--- src/rtl/cache_mem_resp.sv ---
// Responder side of the cache memory interface: 32x8 storage with valid bits,
// hit/miss reporting, saturating statistics and a multi-cycle flush sweep.
module cache_mem_resp #(
  parameter int unsigned ADDR_W = 5,
  parameter int unsigned DATA_W = 8,
  parameter int unsigned CNT_W  = 16
) (
  input  logic              clk,
  input  logic              rst,
  input  logic [ADDR_W-1:0] addr,
  input  logic [DATA_W-1:0] data_in,
  input  logic              wr_en,
  input  logic              rd_en,
  input  logic              flush,
  output logic [DATA_W-1:0] data_out,
  output logic              rd_valid,
  output logic              hit,
  output logic              busy,
  output logic              err,
  output logic [CNT_W-1:0]  hit_cnt,
  output logic [CNT_W-1:0]  miss_cnt
);

  localparam int unsigned DEPTH = 1 << ADDR_W;

  typedef enum logic {IDLE, FLUSH} state_t;

  state_t              state_q, state_d;
  logic [ADDR_W-1:0]   idx_q, idx_d;
  logic [DEPTH-1:0]    valid_q;
  logic [DATA_W-1:0]   mem [DEPTH];

  logic [DATA_W-1:0]   data_out_d;
  logic                rd_valid_d, hit_d, busy_d, err_d;
  logic [CNT_W-1:0]    hit_cnt_d, miss_cnt_d;

  logic                mem_we;
  logic [ADDR_W-1:0]   mem_waddr;
  logic [DATA_W-1:0]   mem_wdata;
  logic                valid_set, valid_clr;

  // Next-state, storage write strobes and registered-output next values
  always_comb begin
    state_d    = state_q;
    idx_d      = idx_q;
    data_out_d = data_out;
    rd_valid_d = 1'b0;
    hit_d      = hit;
    busy_d     = busy;
    err_d      = 1'b0;
    hit_cnt_d  = hit_cnt;
    miss_cnt_d = miss_cnt;
    mem_we     = 1'b0;
    mem_waddr  = addr;
    mem_wdata  = data_in;
    valid_set  = 1'b0;
    valid_clr  = 1'b0;

    case (state_q)
      IDLE: begin
        if (flush) begin
          // Flush wins; any request presented alongside it is dropped
          state_d = FLUSH;
          idx_d   = '0;
          busy_d  = 1'b1;
          err_d   = wr_en | rd_en;
        end else begin
          if (wr_en) begin
            mem_we    = 1'b1;
            valid_set = 1'b1;
          end
          if (rd_en && wr_en) begin
            err_d = 1'b1;
          end else if (rd_en) begin
            rd_valid_d = 1'b1;
            if (valid_q[addr]) begin
              data_out_d = mem[addr];
              hit_d      = 1'b1;
              if (hit_cnt != '1) hit_cnt_d = hit_cnt + CNT_W'(1);
            end else begin
              data_out_d = '0;
              hit_d      = 1'b0;
              if (miss_cnt != '1) miss_cnt_d = miss_cnt + CNT_W'(1);
            end
          end
        end
      end
      FLUSH: begin
        mem_we    = 1'b1;
        mem_waddr = idx_q;
        mem_wdata = '0;
        valid_clr = 1'b1;
        idx_d     = idx_q + ADDR_W'(1);
        err_d     = wr_en | rd_en;
        if (idx_q == ADDR_W'(DEPTH - 1)) begin
          state_d = IDLE;
          busy_d  = 1'b0;
        end
      end
      default: state_d = IDLE;
    endcase
  end

  // Control, valid bits and outputs
  always_ff @(posedge clk or posedge rst) begin
    if (rst) begin
      state_q  <= IDLE;
      idx_q    <= '0;
      valid_q  <= '0;
      data_out <= '0;
      rd_valid <= 1'b0;
      hit      <= 1'b0;
      busy     <= 1'b0;
      err      <= 1'b0;
      hit_cnt  <= '0;
      miss_cnt <= '0;
    end else begin
      state_q  <= state_d;
      idx_q    <= idx_d;
      data_out <= data_out_d;
      rd_valid <= rd_valid_d;
      hit      <= hit_d;
      busy     <= busy_d;
      err      <= err_d;
      hit_cnt  <= hit_cnt_d;
      miss_cnt <= miss_cnt_d;
      if (valid_set)      valid_q[mem_waddr] <= 1'b1;
      else if (valid_clr) valid_q[mem_waddr] <= 1'b0;
    end
  end

  // Storage array is not reset; valid bits mask stale contents
  always_ff @(posedge clk) begin
    if (mem_we) mem[mem_waddr] <= mem_wdata;
  end

endmodule

--- config.mk ---
export PLATFORM = sky130hd
export DESIGN_NAME = cache_mem_resp
export DESIGN_NICKNAME = d
export VERILOG_FILES = /design/src/rtl/cache_mem_resp.sv
export SDC_FILE = /design/constraint.sdc
export NUM_CORES = 1
export LEC_CHECK = 0
export BUFFER_PORTS_ARGS = -buffer_cell sky130_fd_sc_hd__buf_2
export CORE_UTILIZATION = 31
export CTS_CLUSTER_SIZE = 40
export DETAILED_ROUTE_END_ITERATION = 16
export MAX_ROUTING_LAYER = met4
export PLACE_DENSITY_LB_ADDON = 0.05
export SETUP_SLACK_MARGIN = 0.02
export SYNTH_ARGS = -nofsm -noshare
export SYNTH_HDL_FRONTEND = slang
export SYNTH_SLANG_ARGS = --single-unit
--- constraint.sdc ---
create_clock -name clk -period 2.4 [get_ports clk]
set_input_delay 0.48 -clock clk [delete_from_list [all_inputs] [get_ports clk]]
set_output_delay 0.48 -clock clk [all_outputs]
set_load 0.02 [all_outputs]
==> impl_metrics.yaml <==
critical_path:
  worstPathRequired_ps: 2840
  critPathKind: "input pin to flip-flop"
  crit_fanout: 17
  cp-end-kind: "flip-flop"
  cp-start-kind: "input pin"
  cp.arrival_ps: 2700
cells_and_area:
  final_core_util_pct: 39.5
  area_growth_pct: 25.6
  fin_nets: 1121
  instances_no_fill: 1731
  finalInstanceArea_sq_um: 17900
  diodes: 0
  layout_common_cells: "edfxtp_1 (256), buf_4 (139), dfrtp_1 (82)"
  mostFrequentLayoutCell: "edfxtp_1"
  layout-drive-gt1-share_pct: 36.3
die:
  start_util_pct: 31.4
  ios: 62
  rows: 78
  die_y_microns: 216
  die_width_microns: 216
  core_sq_um: 45400
  dieArea_sq_um: 46900
placement:
  pre_cts_ws_ps: -460
  dp_hpwl_microns: 27800
  place_inst: 1656
  portBuffers: 61
  place_congestion: 0.794
  placed_cell_area_sq_um: 16600
cts:
  path_clk_slew_ps: 60
  postCtsSetupRepairBufs: 0
  cts.sinks: 338
  clock_latency_ps: 560
  h-tree-depth: 2
  clockBufferDepth: 3
  clock-root-buffer: "clkbuf_16"
  cts_tree: "yes"
  cts_buffers: 40
synth:
  async_reset_ff_share_pct: 24.3
  synthFlopType: "edfxtp_1"
  ys_warn_count: 0
  synth_cell_type_count: 56
  ys_ff_latch: 338
  synth_edf_count: 256
  syn_avg_cell_area_sq_um: 16.2
  synth_nets: 904
  yosys-top-cells-area: "edfxtp_1 (54%), dfrtp_1 (14%), mux4_2 (7.1%)"
  synth_seq_area_share_pct: 68.3
  netlist_area_sq_um: 14300
  synth_top_area_cell: "edfxtp_1"
  synth_top_area_share_pct: 53.9
  synthCells: 882
routing:
  drc: 0
  dr.pass1.iters: 5
  dr_total_vias: 8465
  viasPerCell: 4.89
  ant_nets: 0
  drt-total-wl_microns: 40400
  wl_per_cell_microns: 23.3
  drtIter0Drc: 650
grt:
  grt_pass1_wl_microns: 61000
  grt_usage_pct: 18.4
  grt_pass1_vias: 8800
  grt_max_degree: 52
  grt-ovfl-total: 0
  antenna_found_initial: 0
timing:
  setup_viol: 0
  rsz0062_at_grt: "no"
  fin_crit_sh_pct: 93.8
  finalHoldViolCount: 0
  max_clock_freq_ghz: 0.444
  finalClockSkew_ps: 18.5
  maxSlewHeadroom_pct: 57.1
  drv_slew: 0
  worstMarginPinSlew_ps: 643
  min_period_ps: 2250
  finalWorstSetupSlack_ps: 149
outcome:
  status: "finished clean"
pwr:
  cellLeakagePower_nw: 6.96
  p_per_area_nw_per_um2: 932
  irDropWorstVdd_v: 0.000419
hold_path:
  hold_class: "input pin to flip-flop"
flow_run:
  max-cap-violations: 0
==> layout make-up <==
| cell class | count | area, sq um |
|---|---|---|
| Clock buffer | 46 | 1070 |
| Tap cell | 600 | 751 |
| Sequential cell | 338 | 9740 |
| Inverter | 13 | 52.6 |
| Multi-Input combinational cell | 483 | 4220 |
| Timing Repair Buffer | 223 | 1830 |
| Clock inverter | 28 | 254 |
| Fill cell | 4269 | 27500 |
==> sequential cells by signal (all words and copies together), names as in the netlist, named ones only <==
register  count
busy          1
hit           1
data_out      8
err           1
idx_q         5
miss_cnt     16
mem         256
state_q       1
hit_cnt      16
rd_valid      1
==> kinds of logic (layout without fill, tap and decap cells) <==
group                    Yosys count  in the layout  synth area share (%)
flip-flops                       338            338                  68.3
adder cells (fa/ha/maj)            4              4                 0.351
buffers and inverters             61            310                  2.54
AO/OA/AOI/OAI                     93             93                  4.72
XOR/XNOR                          30             30                  1.84
AND/OR/NAND/NOR                  216            216                  7.73
multiplexers                     140            140                  14.5
==> stage by stage <==
step | hold WS [ps] | setup TNS, ps | power (W)
after global placement | 463 | -21720 | 0.0107
after floorplan | 480 | -941 | 0.00898
final | 189 | 0 | 0.0167
after detailed placement | 474 | -21540 | 0.0107
after CTS | 150 | 0 | 0.0170
after global routing | 215 | 0 | 0.0174
==> repair_timing <==
action | in CTS | in global routing
hold endpoints to repair | 11 | 0
resized for setup | 0 | 1
hold buffers | 1 | 0
setup endpoints to repair | 0 | 6
==> cell usage after synthesis (all sizes together) (4+ instances only) <==
| master | number |
|---|---|
| and4 | 4 |
| ha | 4 |
| mux4 | 47 |
| a2bb2o | 4 |
| nand2 | 54 |
| and2 | 7 |
| o21ai | 14 |
| mux2 | 48 |
| or4b | 4 |
| edfxtp | 256 |
| dfrtp | 82 |
| a211o | 4 |
| and3 | 4 |
| nor2 | 47 |
| a22o | 6 |
| o31ai | 4 |
| nand3 | 35 |
| nor3 | 21 |
| xor2 | 14 |
| a32o | 4 |
| a21oi | 14 |
| a22oi | 16 |
| clkbuf | 16 |
| o22ai | 4 |
| nor2b | 16 |
| inv | 13 |
| nor4 | 5 |
| buf | 32 |
| nand2b | 7 |
| a221oi | 6 |
| mux2i | 45 |
| nand4 | 7 |
| xnor2 | 16 |
| a211oi | 7 |
==> final timing paths <==
check	startpoint	end	slack [ps]	depth (start not counted)
setup / recovery	addr[0]	data_out[2]	150	6
hold / removal	rd_en	err	190	3
setup reg to reg	state_q	mem[10][5]	170	6
hold reg to reg	data_out[6]	data_out[6]	480	2
max in group asynchronous	rst	hit_cnt[10]	1140	5
min in group asynchronous	rst	async pin	460	3
==> power breakdown <==
part / total, W / internal, W / switching, W
clock: 0.00610 / 0.00363 / 0.00248
sequential: 0.00743 / 0.00714 / 0.000293
combinational: 0.00316 / 0.00134 / 0.00183
total: 0.0167 / 0.0121 / 0.00460
==> routing by layer <==
layer	track usage [%]	up-vias	share of wire, %
met4	7.07	0	3.2
li1	-	3870	-
met1	25.4	4351	47
met3	2.62	59	3.6
met5	-	-	0
met2	27.4	185	46
==> worst max-delay path: stages <==
cell,delay (ps)
buf_4,270
buf_4,300
mux4_2,600
a221oi_1,630
o22ai_1,170
a22o_1,220
(Power assumes the default switching activity.)
